==> src/rtl/mem_arbiter.sv <==
// Two-port round-robin arbiter for a single-ported memory bus, with bus lock
// and a read-return pipeline that tags each read with the requester that issued it.
module mem_arbiter #(
  parameter int AW     = 16,
  parameter int DW     = 16,
  parameter int RD_LAT = 1
) (
  input  logic          clk,
  input  logic          rst,
  input  logic          p0_req,
  input  logic          p0_we,
  input  logic          p0_lock,
  input  logic [AW-1:0] p0_addr,
  input  logic [DW-1:0] p0_wdata,
  output logic          p0_gnt,
  output logic [DW-1:0] p0_rdata,
  output logic          p0_rvalid,
  input  logic          p1_req,
  input  logic          p1_we,
  input  logic          p1_lock,
  input  logic [AW-1:0] p1_addr,
  input  logic [DW-1:0] p1_wdata,
  output logic          p1_gnt,
  output logic [DW-1:0] p1_rdata,
  output logic          p1_rvalid,
  output logic [AW-1:0] mem_addr,
  output logic [DW-1:0] mem_wdata,
  output logic          mem_re,
  output logic          mem_we,
  input  logic [DW-1:0] mem_rdata
);

  // Handshake: a requester holds req until it sees gnt; an access transfers in
  // exactly the cycle where req & gnt are both high, and gnt never precedes req.

  logic              last;
  logic              lock_valid;
  logic              lock_owner;
  logic [RD_LAT-1:0] pipe_valid;
  logic [RD_LAT-1:0] pipe_owner;

  logic g0;
  logic g1;
  logic gnt_any;
  logic gnt_we;
  logic gnt_lock;

  always_comb begin
    g0 = 1'b0;
    g1 = 1'b0;
    if (rst) begin
      if (lock_valid) begin
        // The non-owner stays blocked even while the owner is idle.
        if (lock_owner) g1 = p1_req;
        else            g0 = p0_req;
      end else if (p0_req && p1_req) begin
        if (last) g0 = 1'b1;
        else      g1 = 1'b1;
      end else begin
        g0 = p0_req;
        g1 = p1_req;
      end
    end
  end

  assign gnt_any  = g0 | g1;
  assign gnt_we   = g1 ? p1_we   : p0_we;
  assign gnt_lock = g1 ? p1_lock : p0_lock;

  assign p0_gnt    = g0;
  assign p1_gnt    = g1;
  assign mem_addr  = g1 ? p1_addr  : p0_addr;
  assign mem_wdata = g1 ? p1_wdata : p0_wdata;
  assign mem_re    = gnt_any & ~gnt_we;
  assign mem_we    = gnt_any & gnt_we;

  always_ff @(posedge clk) begin
    if (!rst) begin
      last       <= 1'b1;
      lock_valid <= 1'b0;
      lock_owner <= 1'b0;
      pipe_valid <= '0;
      pipe_owner <= '0;
    end else begin
      if (gnt_any) begin
        last <= g1;
        if (gnt_lock) begin
          lock_valid <= 1'b1;
          lock_owner <= g1;
        end else if (lock_valid && (g1 == lock_owner)) begin
          lock_valid <= 1'b0;
        end
      end
      pipe_valid[0] <= mem_re;
      pipe_owner[0] <= g1;
      for (int i = 1; i < RD_LAT; i++) begin
        pipe_valid[i] <= pipe_valid[i-1];
        pipe_owner[i] <= pipe_owner[i-1];
      end
    end
  end

  assign p0_rdata  = mem_rdata;
  assign p1_rdata  = mem_rdata;
  assign p0_rvalid = rst & pipe_valid[RD_LAT-1] & ~pipe_owner[RD_LAT-1];
  assign p1_rvalid = rst & pipe_valid[RD_LAT-1] &  pipe_owner[RD_LAT-1];

endmodule

==> config.mk <==
export PLATFORM = sky130hd
export DESIGN_NAME = mem_arbiter
export DESIGN_NICKNAME = d
export VERILOG_FILES = /design/src/rtl/mem_arbiter.sv
export SDC_FILE = /design/constraint.sdc
export NUM_CORES = 1
export LEC_CHECK = 0
export CAP_MARGIN = 40
export CELL_PAD_IN_SITES_DETAIL_PLACEMENT = 1
export CELL_PAD_IN_SITES_GLOBAL_PLACEMENT = 1
export CORE_MARGIN = 3
export CORE_UTILIZATION = 13
export CTS_BUF_LIST = sky130_fd_sc_hd__clkbuf_8
export CTS_CLUSTER_DIAMETER = 120
export CTS_CLUSTER_SIZE = 28
export DETAILED_ROUTE_END_ITERATION = 10
export HOLD_SLACK_MARGIN = 0.06
export PLACE_DENSITY = 0.8
export SYNTH_ARGS = -nofsm -noshare
export SYNTH_HDL_FRONTEND = slang
export SYNTH_SLANG_ARGS = --single-unit
==> constraint.sdc <==
create_clock -name clk -period 1.6 [get_ports clk]
set_input_delay 0.16 -clock clk [delete_from_list [all_inputs] [get_ports clk]]
set_output_delay 0.16 -clock clk [all_outputs]
set_load 0.01 [all_outputs]
==> results_dict.tcl <==
set metrics [dict create \
    multi_input_area_um2 696 \
    die_area_mm2 0.00807 \
    drt_iter0_drc 12 \
    cp-start-kind "flop" \
    whs_path_depth 0 \
    fmax_mhz 522 \
    slew_violations 0 \
    register_area_um2 104 \
    clockBufferDepth 2 \
    min_to "p0_rdata[14]" \
    grtUsageMet3_pct 3.51 \
    cp_top_family "buffers and inverters" \
    core_area_mm2 0.00657 \
    via_per_inst 3.94 \
    timing.hold.ws_ns 0.320 \
    setup_viol 35 \
    grt.overflow.total 0 \
    nets 296 \
    holdCritStartpoint "mem_rdata[14]" \
    max_stage_delay_ns 0.34 \
    clock-sinks 5 \
    grt_pass1_vias 1332 \
    tightest_slew_ns 0.186 \
    hold_path_class "primary input to output port" \
    die_w_um 89.8 \
    clkLatencyLatePin_ns 0.22 \
    fin_skew_ns 0.00246 \
    cpMostUsedCell "buf_6" \
    crit_required_ns 1.44 \
    std_cell_rows 29 \
    leakage_nw 1.08 \
    crit_chain "nand3b_1 > buf_6 > and4_4 > buf_6 > buf_6 > mux2_4 > buf_6" \
    path_class "flop to output port" \
    layout-drive-gt1-share_pct 53.1 \
    route.detailed.wl_per_inst_um 17.0 \
    portBuffers 109 \
    use_met2_pct 21.2 \
    critPathLaunch "lock_valid" \
    powerDensity_mw_per_mm2 487 \
    status "finished, violations left" \
    syn_area_um2 913 \
    ys_ff_latch 5 \
    grt_pass1_wl_mm 7.41 \
    worstPathArrival_ns 1.76 \
    pre_cts_ws_ns -0.760 \
    start_util_pct 13.9 \
    drt.antenna.violating_nets 0 \
    synth_fp_nets 187 \
    ys_warn_count 0 \
    relSlewSlack_pct 87.6 \
    cts_buffers 3 \
    reg2reg_depth 6 \
    vias 1183 \
    grt_use_met1_pct 12.4 \
    gr-usage-all-layers_pct 11.2 \
    crit_slowest_cell "dfxtp_4" \
    syn_area_per_cell_um2 9.23 \
    rsz0062_at_grt "true" \
    ir_drop_mv 0.291 \
    cts-htree-levels 1 \
    nFillCells 720 \
    maxCapViolCount 0 \
    routed_wl_mm 5.09 \
    reg2reg_from "lock_valid" \
    cts.clk_slew.worst_paths_ns 0.04 \
    total_power_w 0.00116 \
    worstSetupEndpointType "output port" \
    synthToLayoutAreaGrowth_pct 162 \
    cts.root.buffer_cell "clkbuf_8" \
    drc 0 \
    period_minus_slack_ns 1.92 \
    grt.busiest_layer "met2" \
    ys_seq_area_share_pct 11.0 \
    grt_max_degree 20 \
    antenna_found_initial 0 \
    worst_slack_ns -0.318 \
    worstPathMaxFanout 4 \
    antenna_cells 0 \
    synth_cell_types 24 \
    hold_viol 0 \
    regToRegEndpoint "lock_valid" \
    critPathBufInv 4 \
    synthCells 99 \
    cts_tree "built" \
    finalCritPeriodShare_pct 120 \
    dp_hpwl_mm 3.05 \
    place.gp.congestion 0.640 \
    ioPinCount 158 \
    violations "negative setup slack" \
    rrSetupSlack_ns 0 \
    dr.pass1.iters 4 \
    die_h_um 89.8 \
]
worst max-delay path by stage:
stage | endpoint | slack, ns | depth (start not counted)
final | mem_addr[10] | -0.32 | 7
after global routing | mem_addr[10] | -0.39 | 7
after CTS | mem_wdata[8] | -0.37 | 6
after detailed placement | mem_wdata[8] | -0.76 | 5
after global placement | mem_wdata[8] | -0.75 | 5
after floorplan | mem_wdata[13] | 0.09 | 5
sequential cells by signal, indices dropped and copies added (netlist names):
signal and flops:
last 1, lock_owner 1, lock_valid 1, pipe_owner 1, pipe_valid 1
layout by cell type, fill, tap and decap left out, types with 2 or more instances in the layout:
master	Yosys	routed
a22o_1	3	3
and3_1	3	2
and4_4	1	4
buf_2	1	3
buf_4	32	14
buf_6	3	44
clkbuf_16	0	2
clkbuf_8	0	3
clkdlybuf4s15_2	0	2
clkdlybuf4s50_1	0	69
dfxtp_1	5	4
inv_1	2	3
mux2_4	0	32
nand2_1	2	2
nor2_1	2	2
o21ai_0	2	2
routing by layer:
metal / vias up / share of wire (%)
met4: 0 / 0
met5: - / 0
met2: 66 / 54
met3: 0 / 6.4
met1: 571 / 40
li1: 546 / -
final cells by class:
cell class | count | area share (%)
Timing Repair Buffer | 137 | 59.5
Multi-Input combinational cell | 59 | 29.1
Sequential cell | 5 | 4.35
Clock buffer | 3 | 1.73
Tap cell | 93 | 4.87
Clock inverter | 1 | 0.157
Inverter | 2 | 0.314
metrics by stage:
stage | util, % | instance area [µm²] | std cells | TNS [ns]
3_3_place_gp | 28.7 | 1880 | 270 | -26.20
5_1_grt | 36.4 | 2390 | 300 | -11.25
2_1_floorplan | - | 913 | 99 | 0
3_5_place_dp | 28.7 | 1880 | 270 | -26.63
4_1_cts | 33.0 | 2170 | 295 | -8.03
6_report | 36.4 | 2390 | 300 | -8.51
cell families (layout without fill, tap and decap cells):
group                  count (synthesis)  count (layout)  synth area share, %
AO/OA/AOI/OAI                          7               7                 6.17
AND/OR/NAND/NOR                       15              19                 10.4
flip-flops                             5               5                 11.0
multiplexers                          33              33                 40.5
buffers and inverters                 39             143                 31.9
synth_stat cells:
library cell,number,share of area [%]
buf_2,1,0.55
mux2i_1,1,1.1
and2_1,1,0.69
nand3b_1,1,0.82
nor2_1,2,0.82
mux2_2,30,37
a32o_1,1,1.1
a22o_1,3,2.9
nand2b_1,1,0.69
clkbuf_2,1,0.55
and4_1,1,0.96
buf_4,32,26
or3b_1,1,0.96
nand2_1,2,0.82
inv_1,2,0.82
buf_6,3,3.7
o21ai_0,2,1.1
and4_4,1,1.2
and3_1,3,2.1
nor2b_1,1,0.69
a221o_1,1,1.1
nand4_1,1,0.69
dfxtp_1,5,11
mux2_1,2,2.5
timing repair:
action | 4_1_cts | 5_1_grt
pin swaps | 4 | 1
resized for setup | 199 | 38
gates cloned | 4 | 3
hold buffers | 0 | 0
endpoints found under the setup margin | 38 | 37
setup buffers | 17 | 2
worst reg2reg max path, cell delays in order (launching register included):
cell,delay [ns]
dfxtp_4,0.34
nand3b_1,0.19
buf_6,0.15
buf_4,0.12
and4_2,0.20
buf_4,0.14
a221o_1,0.32
power breakdown:
group          leakage (nW)  switching (W)  internal [W]
Sequential           0.0420     0.00000810      0.000139
Clock                0.0269      0.0000675      0.000165
Combinational          1.01       0.000251      0.000533
No activity file was read; power rests on OpenSTA's default activity.
